File: config.mk
export PLATFORM = sky130hd
export DESIGN_NAME = fpu_result_collector_flat
export DESIGN_NICKNAME = d
export VERILOG_FILES = /design/src/rtl/fpu_result_collector_if.sv /design/src/rtl/fpu_result_collector.sv /design/src/flat_wrapper.sv
export SDC_FILE = /design/constraint.sdc
export NUM_CORES = 1
export LEC_CHECK = 0
export CAP_MARGIN = 10
export CORE_UTILIZATION = 30
export DETAILED_ROUTE_END_ITERATION = 6
export PLACE_DENSITY = 0.47
export RECOVER_POWER = 50
export SLEW_MARGIN = 20
export SYNTH_ARGS = -nofsm -noshare
export SYNTH_HDL_FRONTEND = slang
export SYNTH_SLANG_ARGS = --single-unit
File: constraint.sdc
create_clock -name clock_100Khz -period 3.4 [get_ports clock_100Khz]
set_input_delay 0.34 -clock clock_100Khz [delete_from_list [all_inputs] [get_ports clock_100Khz]]
set_output_delay 0.34 -clock clock_100Khz [all_outputs]
set_load 0.01 [all_outputs]
File: src/rtl/fpu_result_collector_if.sv
// Handshake and status bundle between the FPU result collector and its producer/consumer.
// The slave modport is the collector side; the master modport is the FPU/consumer side.
interface fpu_result_collector_if #(
  parameter int unsigned DEPTH    = 4,
  parameter int unsigned STATUS_W = 4,
  parameter int unsigned CNT_W    = 8
);
  localparam int unsigned OccW = $clog2(DEPTH) + 1;

  logic [31:0]         data_in;
  logic [STATUS_W-1:0] status_in;
  logic                valid_in;
  logic [31:0]         out_data;
  logic [STATUS_W-1:0] out_status;
  logic                out_valid;
  logic                out_ready;
  logic                fifo_full;
  logic                fifo_empty;
  logic [OccW-1:0]     occupancy;
  logic                clear_counts;
  logic [CNT_W-1:0]    ovf_count;
  logic [CNT_W-1:0]    unf_count;
  logic [CNT_W-1:0]    drop_count;

  modport slave (
    input  data_in, status_in, valid_in, out_ready, clear_counts,
    output out_data, out_status, out_valid, fifo_full, fifo_empty, occupancy,
           ovf_count, unf_count, drop_count
  );

  modport master (
    output data_in, status_in, valid_in, out_ready, clear_counts,
    input  out_data, out_status, out_valid, fifo_full, fifo_empty, occupancy,
           ovf_count, unf_count, drop_count
  );
endinterface

File: src/rtl/fpu_result_collector.sv
// First-word-fall-through buffer for FPU results with saturating overflow, underflow and
// drop event counters.
module fpu_result_collector #(
  parameter int unsigned DEPTH    = 4,
  parameter int unsigned STATUS_W = 4,
  parameter int unsigned CNT_W    = 8
) (
  input logic                  clock_100Khz,
  input logic                  reset,
  fpu_result_collector_if.slave bus
);
  localparam int unsigned PtrW   = $clog2(DEPTH);
  localparam int unsigned OccW   = PtrW + 1;
  localparam int unsigned EntryW = 32 + STATUS_W;

  logic [EntryW-1:0] mem_q [DEPTH];
  logic [EntryW-1:0] mem_d [DEPTH];
  logic [PtrW-1:0]   wr_ptr_q, wr_ptr_d;
  logic [PtrW-1:0]   rd_ptr_q, rd_ptr_d;
  logic [OccW-1:0]   occ_q, occ_d;
  logic [CNT_W-1:0]  ovf_q, ovf_d;
  logic [CNT_W-1:0]  unf_q, unf_d;
  logic [CNT_W-1:0]  drop_q, drop_d;

  logic full, empty, push, pop, drop;
  logic [EntryW-1:0] head;

  always_comb begin
    full  = (occ_q == OccW'(DEPTH));
    empty = (occ_q == '0);
    pop   = ~empty & bus.out_ready;
    // A full buffer still accepts a result when the head leaves in the same cycle.
    push  = bus.valid_in & (~full | pop);
    drop  = bus.valid_in & full & ~pop;
  end

  always_comb begin
    mem_d    = mem_q;
    wr_ptr_d = wr_ptr_q;
    rd_ptr_d = rd_ptr_q;
    occ_d    = occ_q;
    if (push) begin
      mem_d[wr_ptr_q] = {bus.data_in, bus.status_in};
      wr_ptr_d        = wr_ptr_q + PtrW'(1);
    end
    if (pop) begin
      rd_ptr_d = rd_ptr_q + PtrW'(1);
    end
    unique case ({push, pop})
      2'b10:   occ_d = occ_q + OccW'(1);
      2'b01:   occ_d = occ_q - OccW'(1);
      default: occ_d = occ_q;
    endcase
  end

  always_comb begin
    ovf_d  = ovf_q;
    unf_d  = unf_q;
    drop_d = drop_q;
    if (bus.clear_counts) begin
      ovf_d  = '0;
      unf_d  = '0;
      drop_d = '0;
    end else begin
      if (push && bus.status_in[1] && (ovf_q != '1)) ovf_d = ovf_q + CNT_W'(1);
      if (push && bus.status_in[2] && (unf_q != '1)) unf_d = unf_q + CNT_W'(1);
      if (drop && (drop_q != '1))                    drop_d = drop_q + CNT_W'(1);
    end
  end

  always_ff @(posedge clock_100Khz) begin
    if (reset) begin
      for (int i = 0; i < int'(DEPTH); i++) begin
        mem_q[i] <= '0;
      end
      wr_ptr_q <= '0;
      rd_ptr_q <= '0;
      occ_q    <= '0;
      ovf_q    <= '0;
      unf_q    <= '0;
      drop_q   <= '0;
    end else begin
      mem_q    <= mem_d;
      wr_ptr_q <= wr_ptr_d;
      rd_ptr_q <= rd_ptr_d;
      occ_q    <= occ_d;
      ovf_q    <= ovf_d;
      unf_q    <= unf_d;
      drop_q   <= drop_d;
    end
  end

  assign head           = mem_q[rd_ptr_q];
  assign bus.out_data   = head[EntryW-1:STATUS_W];
  assign bus.out_status = head[STATUS_W-1:0];
  assign bus.out_valid  = ~empty;
  assign bus.fifo_full  = full;
  assign bus.fifo_empty = empty;
  assign bus.occupancy  = occ_q;
  assign bus.ovf_count  = ovf_q;
  assign bus.unf_count  = unf_q;
  assign bus.drop_count = drop_q;
endmodule

File: src/flat_wrapper.sv
// flat-port wrapper written by rule: the top's interface ports become plain ports
module fpu_result_collector_flat 
#(
  parameter int unsigned DEPTH    = 4,
  parameter int unsigned STATUS_W = 4,
  parameter int unsigned CNT_W    = 8
)
  (clock_100Khz, reset, bus_data_in, bus_status_in, bus_valid_in, bus_out_ready, bus_clear_counts, bus_out_data, bus_out_status, bus_out_valid, bus_fifo_full, bus_fifo_empty, bus_occupancy, bus_ovf_count, bus_unf_count, bus_drop_count);
  fpu_result_collector_if #(.DEPTH(DEPTH), .STATUS_W(STATUS_W), .CNT_W(CNT_W)) bus_i ();
  input logic clock_100Khz;
  input logic reset;
  input wire logic [$bits(bus_i.data_in)-1:0] bus_data_in;
  input wire logic [$bits(bus_i.status_in)-1:0] bus_status_in;
  input wire logic [$bits(bus_i.valid_in)-1:0] bus_valid_in;
  input wire logic [$bits(bus_i.out_ready)-1:0] bus_out_ready;
  input wire logic [$bits(bus_i.clear_counts)-1:0] bus_clear_counts;
  output wire logic [$bits(bus_i.out_data)-1:0] bus_out_data;
  output wire logic [$bits(bus_i.out_status)-1:0] bus_out_status;
  output wire logic [$bits(bus_i.out_valid)-1:0] bus_out_valid;
  output wire logic [$bits(bus_i.fifo_full)-1:0] bus_fifo_full;
  output wire logic [$bits(bus_i.fifo_empty)-1:0] bus_fifo_empty;
  output wire logic [$bits(bus_i.occupancy)-1:0] bus_occupancy;
  output wire logic [$bits(bus_i.ovf_count)-1:0] bus_ovf_count;
  output wire logic [$bits(bus_i.unf_count)-1:0] bus_unf_count;
  output wire logic [$bits(bus_i.drop_count)-1:0] bus_drop_count;
  assign bus_i.data_in = bus_data_in;
  assign bus_i.status_in = bus_status_in;
  assign bus_i.valid_in = bus_valid_in;
  assign bus_i.out_ready = bus_out_ready;
  assign bus_i.clear_counts = bus_clear_counts;
  assign bus_out_data = bus_i.out_data;
  assign bus_out_status = bus_i.out_status;
  assign bus_out_valid = bus_i.out_valid;
  assign bus_fifo_full = bus_i.fifo_full;
  assign bus_fifo_empty = bus_i.fifo_empty;
  assign bus_occupancy = bus_i.occupancy;
  assign bus_ovf_count = bus_i.ovf_count;
  assign bus_unf_count = bus_i.unf_count;
  assign bus_drop_count = bus_i.drop_count;
  fpu_result_collector #(.DEPTH(DEPTH), .STATUS_W(STATUS_W), .CNT_W(CNT_W)) u_core (.clock_100Khz(clock_100Khz), .reset(reset), .bus(bus_i));
endmodule
==> results.sh <==
export IMPL_run_status="complete, but fails checks"
export IMPL_failed_checks="max-capacitance violations, max-slew violations"
export IMPL_startpoint_of_the_worst_register_to_register_path="u_core.bus.occupancy[0]"
export IMPL_post_synth_inst_count=857
export IMPL_globalRoute_totalOverflow=0
export IMPL_cts_htree_levels=4
export IMPL_detailroute_via_count=6209
export IMPL_report_final_slew_viol_count=84
export IMPL_synth_sequential_area_ratio_pct=46.47
export IMPL_dp_cells=1237
export IMPL_post_synth_edffs=0
export IMPL_cp_arrival_ns=2.49
export IMPL_cts_hold_repair_buffers=0
export IMPL_post_synth_main_area_contributors="dfxtp_1 46%, nand2_1 15%, a21oi_1 11%"
export IMPL_dieWidth_um=160.5
export IMPL_period_share_pct=83.37
export IMPL_gp_congestion=0.6993
export IMPL_synth_cell_area_mm2=0.007538
export IMPL_synth_flop_cell="dfxtp_1"
export IMPL_clock_skew_final_ns=0.01241
export IMPL_p_switching_mw=1.584
export IMPL_post_detailed_route_drc_marker_count=0
export IMPL_layout_cells_sized_above_1_pct=9.206
export IMPL_cts_tree="done"
export IMPL_slew_at_the_pin_closest_to_its_max_slew_limit_ns=2.133
export IMPL_combPwrFrac_pct=19.8
export IMPL_setup_worst_path_end_class="output pin"
export IMPL_numCtsBuffers=17
export IMPL_largest_fanout_on_the_critical_path=25
export IMPL_timing_hold_worst_endpoint="u_core.mem_q[39]"
export IMPL_timing_hold_worst_start="u_core.mem_q[39]"
export IMPL_ys_warnings_count=0
export IMPL_yosys_top_cell_by_area="dfxtp_1"
export IMPL_final_instance_count_excl_fill=1270
export IMPL_clock_sinks=175
export IMPL_layout_cells_most_common="nand2_1"
export IMPL_routed_wire_length_per_instance_um=16.44
export IMPL_finalWirelength_mm=20.88
export IMPL_worst_rel_slew_slack_pct=-42.18
export IMPL_clock_root_buffer="clkbuf_16"
export IMPL_die_area_mm2=0.02577
export IMPL_clock_power_share_pct=37.5
export IMPL_timing_reg2reg_setup_slack_ns=0.59
export IMPL_maximum_number_of_pins_on_one_net_before_global_route_repair=56
export IMPL_pwr_share_seq_pct=42.8
export IMPL_power_per_unit_of_standard_cell_area_mw_per_mm2=588.6
export IMPL_power_static_leakage_nw=3.127
export IMPL_crit_chain="buf_12 > mux4_2 > clkdlybuf4s50_1"
export IMPL_timing_critical_path_slowest_stage_cell="dfxtp_4"
export IMPL_fp_row_count=57
export IMPL_count_of_unique_library_cells_instantiated_by_yosys=40
export IMPL_cp_required_ns=3.06
export IMPL_seq_area_mm2=0.003508
export IMPL_postCtsSetupRepairBufs=0
export IMPL_fin_tns_setup_ns=0
export IMPL_maxClockFrequency_mhz=352.8
export IMPL_drv_max_cap_violation_count=2
export IMPL_clock_insertion_delay_worst_skew_ns=0.43
export IMPL_most_frequent_cells_in_the_layout="300 x nand2_1, 173 x dfxtp_1, 164 x a21oi_1"
export IMPL_first_iter_violations=333
export IMPL_max_stage_delay_ns=0.74
export IMPL_clk_pin_slew_ns=0.07
export IMPL_asyncSetResetFlopFracSynth_pct=0
export IMPL_setup_worst_path_class="reg2out"
export IMPL_cell_internal_pwr_mw=3.884
export IMPL_grt_antenna_before_repair=1
export IMPL_worst_hold_path_num_cells=2
export IMPL_numPortBuffers=106
export IMPL_final_hold_violation_count=0
export IMPL_finalWorstPathRequiredPeriod_ns=2.834
export IMPL_swShare_pct=28.97
export IMPL_post_cts_resize_count=0
export IMPL_synth_seq_cells=175
export IMPL_postSynthAreaPerCell_um2=8.796
export IMPL_postLayoutCoreUtil_pct=37.98
export IMPL_final_nets=982
export IMPL_grt_first_pass_wirelength_mm=32.95
export IMPL_synth_largest_type_area_fraction_pct=46.47
export IMPL_initial_core_util_pct=30.82
export IMPL_grtUsageTotal_pct=16.42
export IMPL_critical_path_reg2reg_endpoint="u_core.mem_q[108]"
export IMPL_core_ar_mm2=0.02446
export IMPL_flow_area_growth_from_synthesis_pct=23.24
export IMPL_hold_class="reg2reg"
export IMPL_synth_fp_nets=907
export IMPL_dp_hpwl_mm=12.25
export IMPL_vdd_ir_drop_max_mv=0.3095
export IMPL_ioPinCount=107
export IMPL_vias_per_cell=4.889
export IMPL_setup_worst_path_start_class="register"
export IMPL_dr_pass1_iters=4
export IMPL_die_height_um=160.5
export IMPL_clock_tree_buffer_depth=2
export IMPL_grt_setup_unrepaired="no"
export IMPL_num_fill_cells=2483
export IMPL_grt_pass1_vias=5930
export IMPL_finalSetupViolCount=0
export IMPL_ant_nets=0
export IMPL_multi_input_area_mm2=0.003568
export IMPL_r2r_worst_path_cells=4
power groups by stage:
stage | Clock [mW] | Sequential [mW] | Combinational, mW
finish | 2.05 | 2.34 | 1.08
global route | 2.19 | 2.37 | 1.18
CTS | 2.10 | 2.35 | 1.12
detailed placement | 0 | 2.40 | 1.12
global placement | 0 | 2.39 | 1.11
floorplan | 0 | 2.28 | 0.751
synthesized netlist by cell type, drive strengths merged, types with 2 or more instances:
library cell / n
or4: 8
clkbuf: 23
and3: 6
xnor2: 4
inv: 9
nor4: 2
o211a: 3
buf: 38
a21oi: 164
and4: 2
nand3: 20
o21ai: 9
mux4: 36
nand2: 300
xor2: 3
o31ai: 8
nand4: 3
or3: 9
dfxtp: 175
ha: 8
nor2: 12
per-stage QoR:
step           hold slack (ns)  power [mW]  setup WS [ns]  cell area, um^2
2_1_floorplan           0.4331       3.033         0.9358             7538
3_3_place_gp            0.4385       3.505         0.4941             8712
3_5_place_dp            0.4436       3.513         0.4490             8712
4_1_cts                 0.4147       5.574         0.5067             9326
5_1_grt                 0.4668       5.739         0.3184             9288
6_report                0.4508       5.468         0.5655             9290
logic make-up (layout without fill, tap and decap cells):
family | after synthesis | in the layout | synth area share, %
AOI/OAI and AO/OA | 191 | 191 | 13.56
xor gates and xnor gates | 7 | 7 | 0.8133
adders and majority gates | 9 | 9 | 1.593
buffers and inverters | 70 | 158 | 5.826
DFF | 175 | 175 | 46.47
muxes | 37 | 37 | 10.89
other | 0 | 1 | 0
and+or+nand+nor | 368 | 368 | 20.85
routing by layer:
layer	part of all wire (%)	up-vias	track usage (%)
li1	-	3092	-
met1	47	2970	22.00
met4	1.1	0	4.199
met3	5.0	17	3.848
met5	0	-	0
met2	47	130	26.49
how the worst max path moves through the flow:
stage / startpoint / endpoint / slack, ns / cells after the start
finish: u_core.rd_ptr_q[0] / bus_out_data[18] / 0.57 / 3
global route: u_core.bus.occupancy[0] / u_core.mem_q[113] / 0.32 / 4
CTS: u_core.rd_ptr_q[0] / bus_out_data[18] / 0.51 / 3
detailed placement: bus_out_ready / u_core.bus.occupancy[2] / 0.45 / 9
global placement: bus_out_ready / u_core.bus.occupancy[2] / 0.49 / 9
floorplan: u_core.bus.occupancy[0] / u_core.bus.occupancy[2] / 0.94 / 9
area by class of cell:
| cell class | count | share of cell area [%] |
|---|---|---|
| repair buffers | 117 | 12.46 |
| inverters | 9 | 0.3636 |
| flip-flops and latches | 175 | 37.76 |
| clock inverters | 12 | 1.589 |
| diodes | 1 | 0.02694 |
| well taps | 324 | 4.364 |
| multi-input cells | 612 | 38.41 |
| clock buffers | 20 | 5.024 |
sequential cells by signal, indices dropped and copies added (netlist names):
signal and count:
u_core.mem_q 144, u_core.bus.drop_count 8, u_core.bus.ovf_count 8, u_core.bus.unf_count 8, u_core.bus.occupancy 3, u_core.rd_ptr_q 2
u_core.wr_ptr_q 2
critical path, delay by kind of cell (launching register included):
family                 cells  cell delay, ns
buffers and inverters      2            0.77
flip-flops                 1            0.74
multiplexers               1            0.55
No activity file was read; power rests on OpenSTA's default activity.
